File: src/rtl/acc_cmd_endpoint.sv
// Accelerator-side command endpoint: buffers an execute-task command, runs the core, returns a finish message.
// Optional build macro ACC_CMD_EXEC_CYCLES_EN appends an EXEC cycle-count word to the finish message.
//
// state     | meaning
// ----------+---------------------------------------------------------------
// S_IDLE    | waiting for command word0 (code, nargs)
// S_TID     | waiting for task-ID word
// S_ARGS    | storing argument words until tlast
// S_DRAIN   | discarding the rest of an unknown command until tlast
// S_EXEC    | start pulse on first cycle, then wait for acc_done
// S_FIN_HDR | driving finish word0 (code 0x03, ACC_ID)
// S_FIN_TID | driving finish word1 (task ID)
// S_FIN_CYC | driving EXEC cycle count (only with ACC_CMD_EXEC_CYCLES_EN)

module acc_cmd_endpoint #(
   parameter int ACC_ID   = 0,
   parameter int MAX_ACCS = 16,
   parameter int MAX_ARGS = 8
) (
   input  logic                        aclk,
   input  logic                        rst,
   input  logic                        cmdin_in_tvalid,
   output logic                        cmdin_in_tready,
   input  logic [63:0]                 cmdin_in_tdata,
   input  logic                        cmdin_in_tlast,
   output logic                        cmdout_out_tvalid,
   input  logic                        cmdout_out_tready,
   output logic [$clog2(MAX_ACCS)-1:0] cmdout_out_tid,
   output logic [63:0]                 cmdout_out_tdata,
   output logic                        acc_start,
   input  logic                        acc_done,
   output logic [63:0]                 acc_task_id,
   output logic [3:0]                  acc_nargs,
   output logic [MAX_ARGS*64-1:0]      acc_args,
   output logic                        err_bad_cmd,
   output logic                        err_overflow
);

   localparam int          TID_W        = $clog2(MAX_ACCS);
   localparam logic [7:0]  CMD_EXEC     = 8'h01;
   localparam logic [7:0]  CMD_FIN      = 8'h03;
   localparam logic [3:0]  MAX_N        = 4'(MAX_ARGS);
   localparam logic [63:0] FIN_HDR_WORD = {48'd0, 8'(ACC_ID), CMD_FIN};

`ifdef ACC_CMD_EXEC_CYCLES_EN
   typedef enum logic [2:0] {
      S_IDLE, S_TID, S_ARGS, S_DRAIN, S_EXEC, S_FIN_HDR, S_FIN_TID, S_FIN_CYC
   } state_t;
`else
   typedef enum logic [2:0] {
      S_IDLE, S_TID, S_ARGS, S_DRAIN, S_EXEC, S_FIN_HDR, S_FIN_TID
   } state_t;
`endif

   state_t                    state, state_nxt;
   logic [MAX_ARGS-1:0][63:0] args_q;
   logic [3:0]                arg_idx;
   logic                      cmdin_acc;
   logic                      is_exec;
   logic [3:0]                nargs_in;
   logic [3:0]                nargs_sat;

`ifdef ACC_CMD_EXEC_CYCLES_EN
   logic [63:0]               exec_cnt;
`endif

   assign cmdin_in_tready = (state == S_IDLE) || (state == S_TID) ||
                            (state == S_ARGS) || (state == S_DRAIN);
   assign cmdin_acc       = cmdin_in_tvalid && cmdin_in_tready;
   assign is_exec         = (cmdin_in_tdata[7:0] == CMD_EXEC);
   assign nargs_in        = cmdin_in_tdata[11:8];
   assign nargs_sat       = (nargs_in > MAX_N) ? MAX_N : nargs_in;
   assign cmdout_out_tid  = TID_W'(ACC_ID);
   assign acc_args        = args_q;

   always_comb begin
      state_nxt         = state;
      cmdout_out_tvalid = 1'b0;
      cmdout_out_tdata  = '0;
      case (state)
         S_IDLE: begin
            if (cmdin_acc && !cmdin_in_tlast)
               state_nxt = is_exec ? S_TID : S_DRAIN;
         end
         S_TID: begin
            if (cmdin_acc)
               state_nxt = cmdin_in_tlast ? S_EXEC : S_ARGS;
         end
         S_ARGS: begin
            if (cmdin_acc && cmdin_in_tlast)
               state_nxt = S_EXEC;
         end
         S_DRAIN: begin
            if (cmdin_acc && cmdin_in_tlast)
               state_nxt = S_IDLE;
         end
         S_EXEC: begin
            if (acc_done)
               state_nxt = S_FIN_HDR;
         end
         S_FIN_HDR: begin
            cmdout_out_tvalid = 1'b1;
            cmdout_out_tdata  = FIN_HDR_WORD;
            if (cmdout_out_tready)
               state_nxt = S_FIN_TID;
         end
         S_FIN_TID: begin
            cmdout_out_tvalid = 1'b1;
            cmdout_out_tdata  = acc_task_id;
            if (cmdout_out_tready)
`ifdef ACC_CMD_EXEC_CYCLES_EN
               state_nxt = S_FIN_CYC;
`else
               state_nxt = S_IDLE;
`endif
         end
`ifdef ACC_CMD_EXEC_CYCLES_EN
         S_FIN_CYC: begin
            cmdout_out_tvalid = 1'b1;
            cmdout_out_tdata  = exec_cnt;
            if (cmdout_out_tready)
               state_nxt = S_IDLE;
         end
`endif
         default: state_nxt = S_IDLE;
      endcase
   end

   always_ff @(posedge aclk) begin
      if (rst) begin
         state        <= S_IDLE;
         acc_start    <= 1'b0;
         acc_task_id  <= '0;
         acc_nargs    <= '0;
         args_q       <= '0;
         arg_idx      <= '0;
         err_bad_cmd  <= 1'b0;
         err_overflow <= 1'b0;
      end else begin
         state     <= state_nxt;
         // registered so the pulse lands on the first EXEC cycle only
         acc_start <= (state_nxt == S_EXEC) && (state != S_EXEC);
         if (cmdin_acc) begin
            case (state)
               S_IDLE: begin
                  if (is_exec && !cmdin_in_tlast)
                     acc_nargs <= nargs_sat;
                  else
                     err_bad_cmd <= 1'b1;
               end
               S_TID: begin
                  acc_task_id <= cmdin_in_tdata;
                  arg_idx     <= '0;
               end
               S_ARGS: begin
                  // index saturates at MAX_N; beyond that every word is an overflow
                  if (arg_idx < MAX_N) begin
                     for (int i = 0; i < MAX_ARGS; i++)
                        if (arg_idx == 4'(i))
                           args_q[i] <= cmdin_in_tdata;
                     arg_idx <= arg_idx + 4'd1;
                  end else begin
                     err_overflow <= 1'b1;
                  end
               end
               default: ;
            endcase
         end
      end
   end

`ifdef ACC_CMD_EXEC_CYCLES_EN
   always_ff @(posedge aclk) begin
      if (rst)
         exec_cnt <= '0;
      else if (acc_start)
         exec_cnt <= 64'd1;
      else if (state == S_EXEC)
         exec_cnt <= exec_cnt + 64'd1;
   end
`endif

endmodule

File: config.mk
export PLATFORM = sky130hd
export DESIGN_NAME = acc_cmd_endpoint
export DESIGN_NICKNAME = d
export VERILOG_FILES = /design/src/rtl/acc_cmd_endpoint.sv
export SDC_FILE = /design/constraint.sdc
export NUM_CORES = 1
export LEC_CHECK = 0
export ABC_AREA = 1
export CAP_MARGIN = 20
export CORE_AREA = 2 2 279 281
export CTS_BUF_LIST = sky130_fd_sc_hd__clkbuf_4
export CTS_CLUSTER_DIAMETER = 120
export CTS_CLUSTER_SIZE = 10
export DETAILED_ROUTE_END_ITERATION = 8
export DIE_AREA = 0 0 281 283
export PLACE_DENSITY = 0.52
export SLEW_MARGIN = 40
export SYNTH_ARGS = -nofsm -noshare
export SYNTH_HDL_FRONTEND = slang
export SYNTH_SLANG_ARGS = --single-unit
File: constraint.sdc
create_clock -name aclk -period 1.6 [get_ports aclk]
set_input_delay 0.4 -clock aclk [delete_from_list [all_inputs] [get_ports aclk]]
set_output_delay 0.4 -clock aclk [all_outputs]
set_load 0.02 [all_outputs]
Word level (Yosys, flattened, before mapping)
Cells that the tools add are included.
W data, S select, Z words.

word-level totals
  logic and storage cells = 78
  input bits = 70
  flip-flop bits (word level) = 590
  output and inout port bits = 653

cells by class
  bitwise operators = 2
  reductions and logical operators = 26
  equality and inequality tests = 17
  muxes and demuxes = 15
  $add $sub $neg = 1
  order comparisons = 2

operators by type and width
  operator               number
  $pmux W64 S2           1
  $reduce_and A4 Y1      8
  $mux W3                8
  $pmux W3 S7            1
  $eq A4 B3 Y1 const B   4
  $eq A3 B3 Y1 const B   4
  $reduce_and A3 Y1      4
  $eq A4 B2 Y1 const B   2
  $eq A8 B1 Y1 const B   1
  $mux W4                2
  $pmux W4 S2            1
  $eq A3 B2 Y1 const B   2
  $logic_and A1 B1 Y1    5
  $add A4 B1 Y4 const B  1
  $eq A4 B1 Y1 const B   1
  $gt A4 B4 Y1 const B   1
  $logic_not A4 Y1       1
  $lt A4 B4 Y1 const B   1
  $eq A3 B1 Y1 const B   1
  $logic_not A3 Y1       1
  $logic_or A1 B1 Y1     3
  $ne A3 B3 Y1 const B   1
  $mux W2                1
  $ne A2 B1 Y1 const B   1
  6 further kinds        7

Longest topological paths before layout
  depth in word-level cells = 10
  depth in mapped cells = 9
  gate-level depth less buffers = 9

Worst setup path before layout
Ideal clock, no wire load.

  path type = register -> output
  start point = register state[2]
  end point = output port cmdout_out_tdata[11]
  arrival = 1.324 ns
  stages on the path, launching flop included = 6
  data required time = 1.200 ns
  buffers on the path = 1
  setup slack = -0.124 ns
  cells stage by stage = dfxtp_1 -> inv_4 -> nor2_1 -> inv_2 -> clkbuf_1 -> nor2_1

between the ends
  longest elaborated chain between the ends = 2
  elaborated cells on any way between the ends = 3
  classes of those cells = 2 x eq/ne; 1 x mux

ends and longest elaborated chain
  what                    line  text
  start, declared         55    state_t state, state_nxt;
  start signal, assigned  140   state <= state_nxt;
  $eq A3 B3 Y1            80    case (state)
  $pmux W64 S2 (*)        80
  end, declared           29    output logic [63:0] cmdout_out_tdata,

Mark *: on every way between the ends. The rest lies on a longest branch, timed or not.

Final worst setup path
  start point = register state[0]
  end point = output port cmdout_out_tdata[13]

The elaborated chain is that of the path after synthesis.

==> impl_metrics.tcl <==
set metrics [dict create \
    cts_max_level 3 \
    slew_violations 0 \
    drv_cap 0 \
    ios 723 \
    startpoint_type "flop" \
    fin_ws_ns -0.911 \
    cts_buffer_depth 3 \
    clock-skew-final_ns 0.0918 \
    hold_depth 3 \
    synth_cell_types 30 \
    ys_seq_area_share_pct 52.1 \
    cellLeakagePower_nw 15.0 \
    clock.fmax_mhz 398 \
    synth_xor_area_share_pct 0.0386 \
    syn-cell-area_um2 22700 \
    vias_per_cell 4.85 \
    slowest_stage "dfxtp_2" \
    fp.dieW_um 281 \
    avgSynthCellArea_um2 8.03 \
    post-route-period-util_pct 157 \
    outcome "finished, violations left" \
    period_needed_ns 2.51 \
    grt_pass1_wl_um 151000 \
    regToRegEndpoint "acc_args[384]" \
    power_frac_seq_pct 57.2 \
    crit_path_cell_trace "inv_2 > nand2_2 > nor2_4 > clkinv_4 > buf_12 > clkbuf_16 > nor2_2 > buf_6" \
    fillCellCount 7348 \
    drcViolationCount 0 \
    drive_above_1_share_pct 55.1 \
    grt_max_degree 70 \
    clkPwrFrac_pct 28.4 \
    p_switching_w 0.00763 \
    p_per_area_nw_per_um2 683 \
    final_common_cell "buf_6" \
    routed_wirelength_um 110000 \
    numCtsBuffers 69 \
    cts_root_buf "clkbuf_4" \
    final_cell_mix "buf_6 (672), dfxtp_2 (581), nor2_1 (374)" \
    synth_mux_area_share_pct 0 \
    first_iter_violations 1440 \
    final_util_pct 50.2 \
    violations "negative setup slack" \
    core_um2 76700 \
    whs_endpoint "acc_args[332]" \
    required_ns 1.20 \
    max_stage_delay_ns 0.35 \
    dr.pass1.iters 5 \
    hold_viol 0 \
    vias 23300 \
    die_y_um 283 \
    final-seq-area_um2 12600 \
    synth_compound_area_share_pct 15.2 \
    cp.arrival_ns 2.11 \
    synth-simple-area-share_pct 22.9 \
    num_rows 102 \
    dp_hpwl_um 67400 \
    reg2reg_from "state[2]" \
    area_growth_syn_to_layout_pct 69.8 \
    p_sw_share_pct 29.0 \
    design.final.nets 3838 \
    min_from "cmdin_in_tdata[12]" \
    antenna_found_initial 3 \
    multi_input_area_um2 9800 \
    r2r_cells 14 \
    clock-sinks 590 \
    track_usage_pct 25.3 \
    overflow 0 \
    wl_per_cell_um 22.8 \
    numPortBuffers 718 \
    fin_setup_tns_ns -233.75 \
    insertion_delay_ns 0.89 \
    rsz0062_at_grt "yes" \
    worst_setup_path_end_kind "output port" \
    combPwrFrac_pct 14.4 \
    synthCells 2826 \
    synth_top_family_by_area "simple AND/OR/NAND/NOR gates" \
    initial_utilization_pct 29.6 \
    die_area_um2 79500 \
    grt_pass1_vias 21800 \
    yosys_warnings 0 \
    internal-power_w 0.0187 \
    clk_pin_slew_worst_paths_ns 0.12 \
    crit_fanout 8 \
    min_path_type "in2reg" \
    pre_cts_slack_ns -0.605 \
    synth_seq_cells 590 \
    tritoncts "done" \
    place_congestion 0.807 \
    drtAntennaViolNets 0 \
    crit_type "reg2out" \
    ir_worst_vdd_mv 0.455 \
    ff2ff_setup_slack_ns -0.34 \
    setup_viol 1181 \
    synthAdderAreaFrac_pct 0.221 \
]
==> stage by stage <==
step / area, um^2 / hold WS [ns] / power, W / instances
floorplan: 22700 / 0.471 / 0.0168 / 2829
global placement: 32500 / 0.439 / 0.0186 / 4542
detailed placement: 32500 / 0.444 / 0.0186 / 4542
CTS: 36600 / 0.0634 / 0.0263 / 4758
global route: 38500 / 0.130 / 0.0274 / 4814
finish: 38500 / 0.157 / 0.0263 / 4815
==> power groups by stage <==
stage / clock (W) / combinational, W / sequential, W
finish: 0.00748 / 0.00378 / 0.0151
global route: 0.00828 / 0.00400 / 0.0151
CTS: 0.00768 / 0.00360 / 0.0151
detailed placement: 0 / 0.00329 / 0.0153
global placement: 0 / 0.00330 / 0.0153
floorplan: 0 / 0.00126 / 0.0156
==> registers in the layout (all words and copies together) (netlist names) <==
register      flops
acc_start         1
state             3
arg_idx           4
acc_nargs         4
acc_task_id      64
err_bad_cmd       1
acc_args        512
err_overflow      1
==> what timing repair did <==
action,in CTS,in global routing
hold buffers,1,0
buffers inserted,113,39
pin swaps,10,31
setup endpoints to repair,871,1222
resized for setup,4715,358
cloned,24,24
hold endpoints to repair,116,0
==> routing by layer <==
metal  vias to the layer above  wire length (um)  global-route usage, %
li1                      11100                 -                      -
met1                     11300             45700                   31.6
met2                       748             54000                   43.4
met3                       138              6750                   4.90
met4                         0              3240                   8.32
met5                         -                 0                      0
==> worst max-delay path by stage <==
stage                     startpoint                    to  slack [ns]  cells past startpoint
final                       state[0]  cmdout_out_tdata[13]       -0.91                      8
after global routing        state[0]  cmdout_out_tdata[13]       -1.05                      8
after CTS                   state[0]  cmdout_out_tdata[42]       -1.09                      9
after detailed placement    state[0]  cmdout_out_tdata[16]       -0.60                      8
after global placement      state[0]  cmdout_out_tdata[21]       -0.60                      8
after floorplan             state[1]  cmdout_out_tdata[16]       -0.11                      5
==> cell usage after synthesis <==
| master | n | area share (%) |
|---|---|---|
| dfxtp_1 | 590 | 52 |
| nor2_1 | 480 | 7.9 |
| a21oi_1 | 340 | 7.5 |
| nand3_1 | 332 | 7.3 |
| nand2_1 | 315 | 5.2 |
| o21ai_0 | 211 | 4.7 |
| clkbuf_1 | 107 | 1.8 |
| buf_2 | 94 | 2.1 |
| inv_1 | 86 | 1.4 |
| buf_6 | 72 | 3.6 |
| nand2_2 | 53 | 1.5 |
| a21oi_2 | 50 | 1.9 |
| o21ai_1 | 45 | 0.99 |
| buf_4 | 16 | 0.53 |
| inv_2 | 6 | 0.099 |
| nand2_8 | 5 | 0.44 |
| nor2_4 | 5 | 0.25 |
| ha_1 | 4 | 0.22 |
| a22oi_1 | 2 | 0.066 |
| buf_1 | 2 | 0.033 |
| nand2_4 | 2 | 0.099 |
| buf_12 | 1 | 0.088 |
| clkinv_1 | 1 | 0.017 |
| conb_1 | 1 | 0.017 |
| inv_4 | 1 | 0.028 |
| nand4_1 | 1 | 0.028 |
| nor2_8 | 1 | 0.088 |
| nor3_1 | 1 | 0.022 |
| o21bai_1 | 1 | 0.033 |
| xnor2_1 | 1 | 0.039 |
==> logic make-up (layout without fill, tap and decap cells) <==
family                     after synthesis  in the layout
adders and majority gates                4              4
DFF                                    590            590
and+or+nand+nor                       1195           1196
buffers and inverters                  386           1328
other                                    1              7
AOI/OAI and AO/OA                      649            649
xor gates and xnor gates                 1              1
==> layout make-up <==
class	count	area share (%)
Sequential cell	590	32.6
Inverter	94	1.06
Clock inverter	7	0.123
Timing Repair inverter	1	0.0422
Tap cell	1040	3.38
Multi-Input combinational cell	1854	25.4
Antenna cell	3	0.0195
Timing Repair Buffer	1154	36.0
Clock buffer	72	1.40
==> worst max-delay path, delay by kind of cell, from the launching register on <==
kind                   cells  cell delay, ns
and+or+nand+nor            3            0.28
buffers and inverters      5            0.64
DFF                        1            0.35
Note: power is estimated with default switching activity, not from simulation.
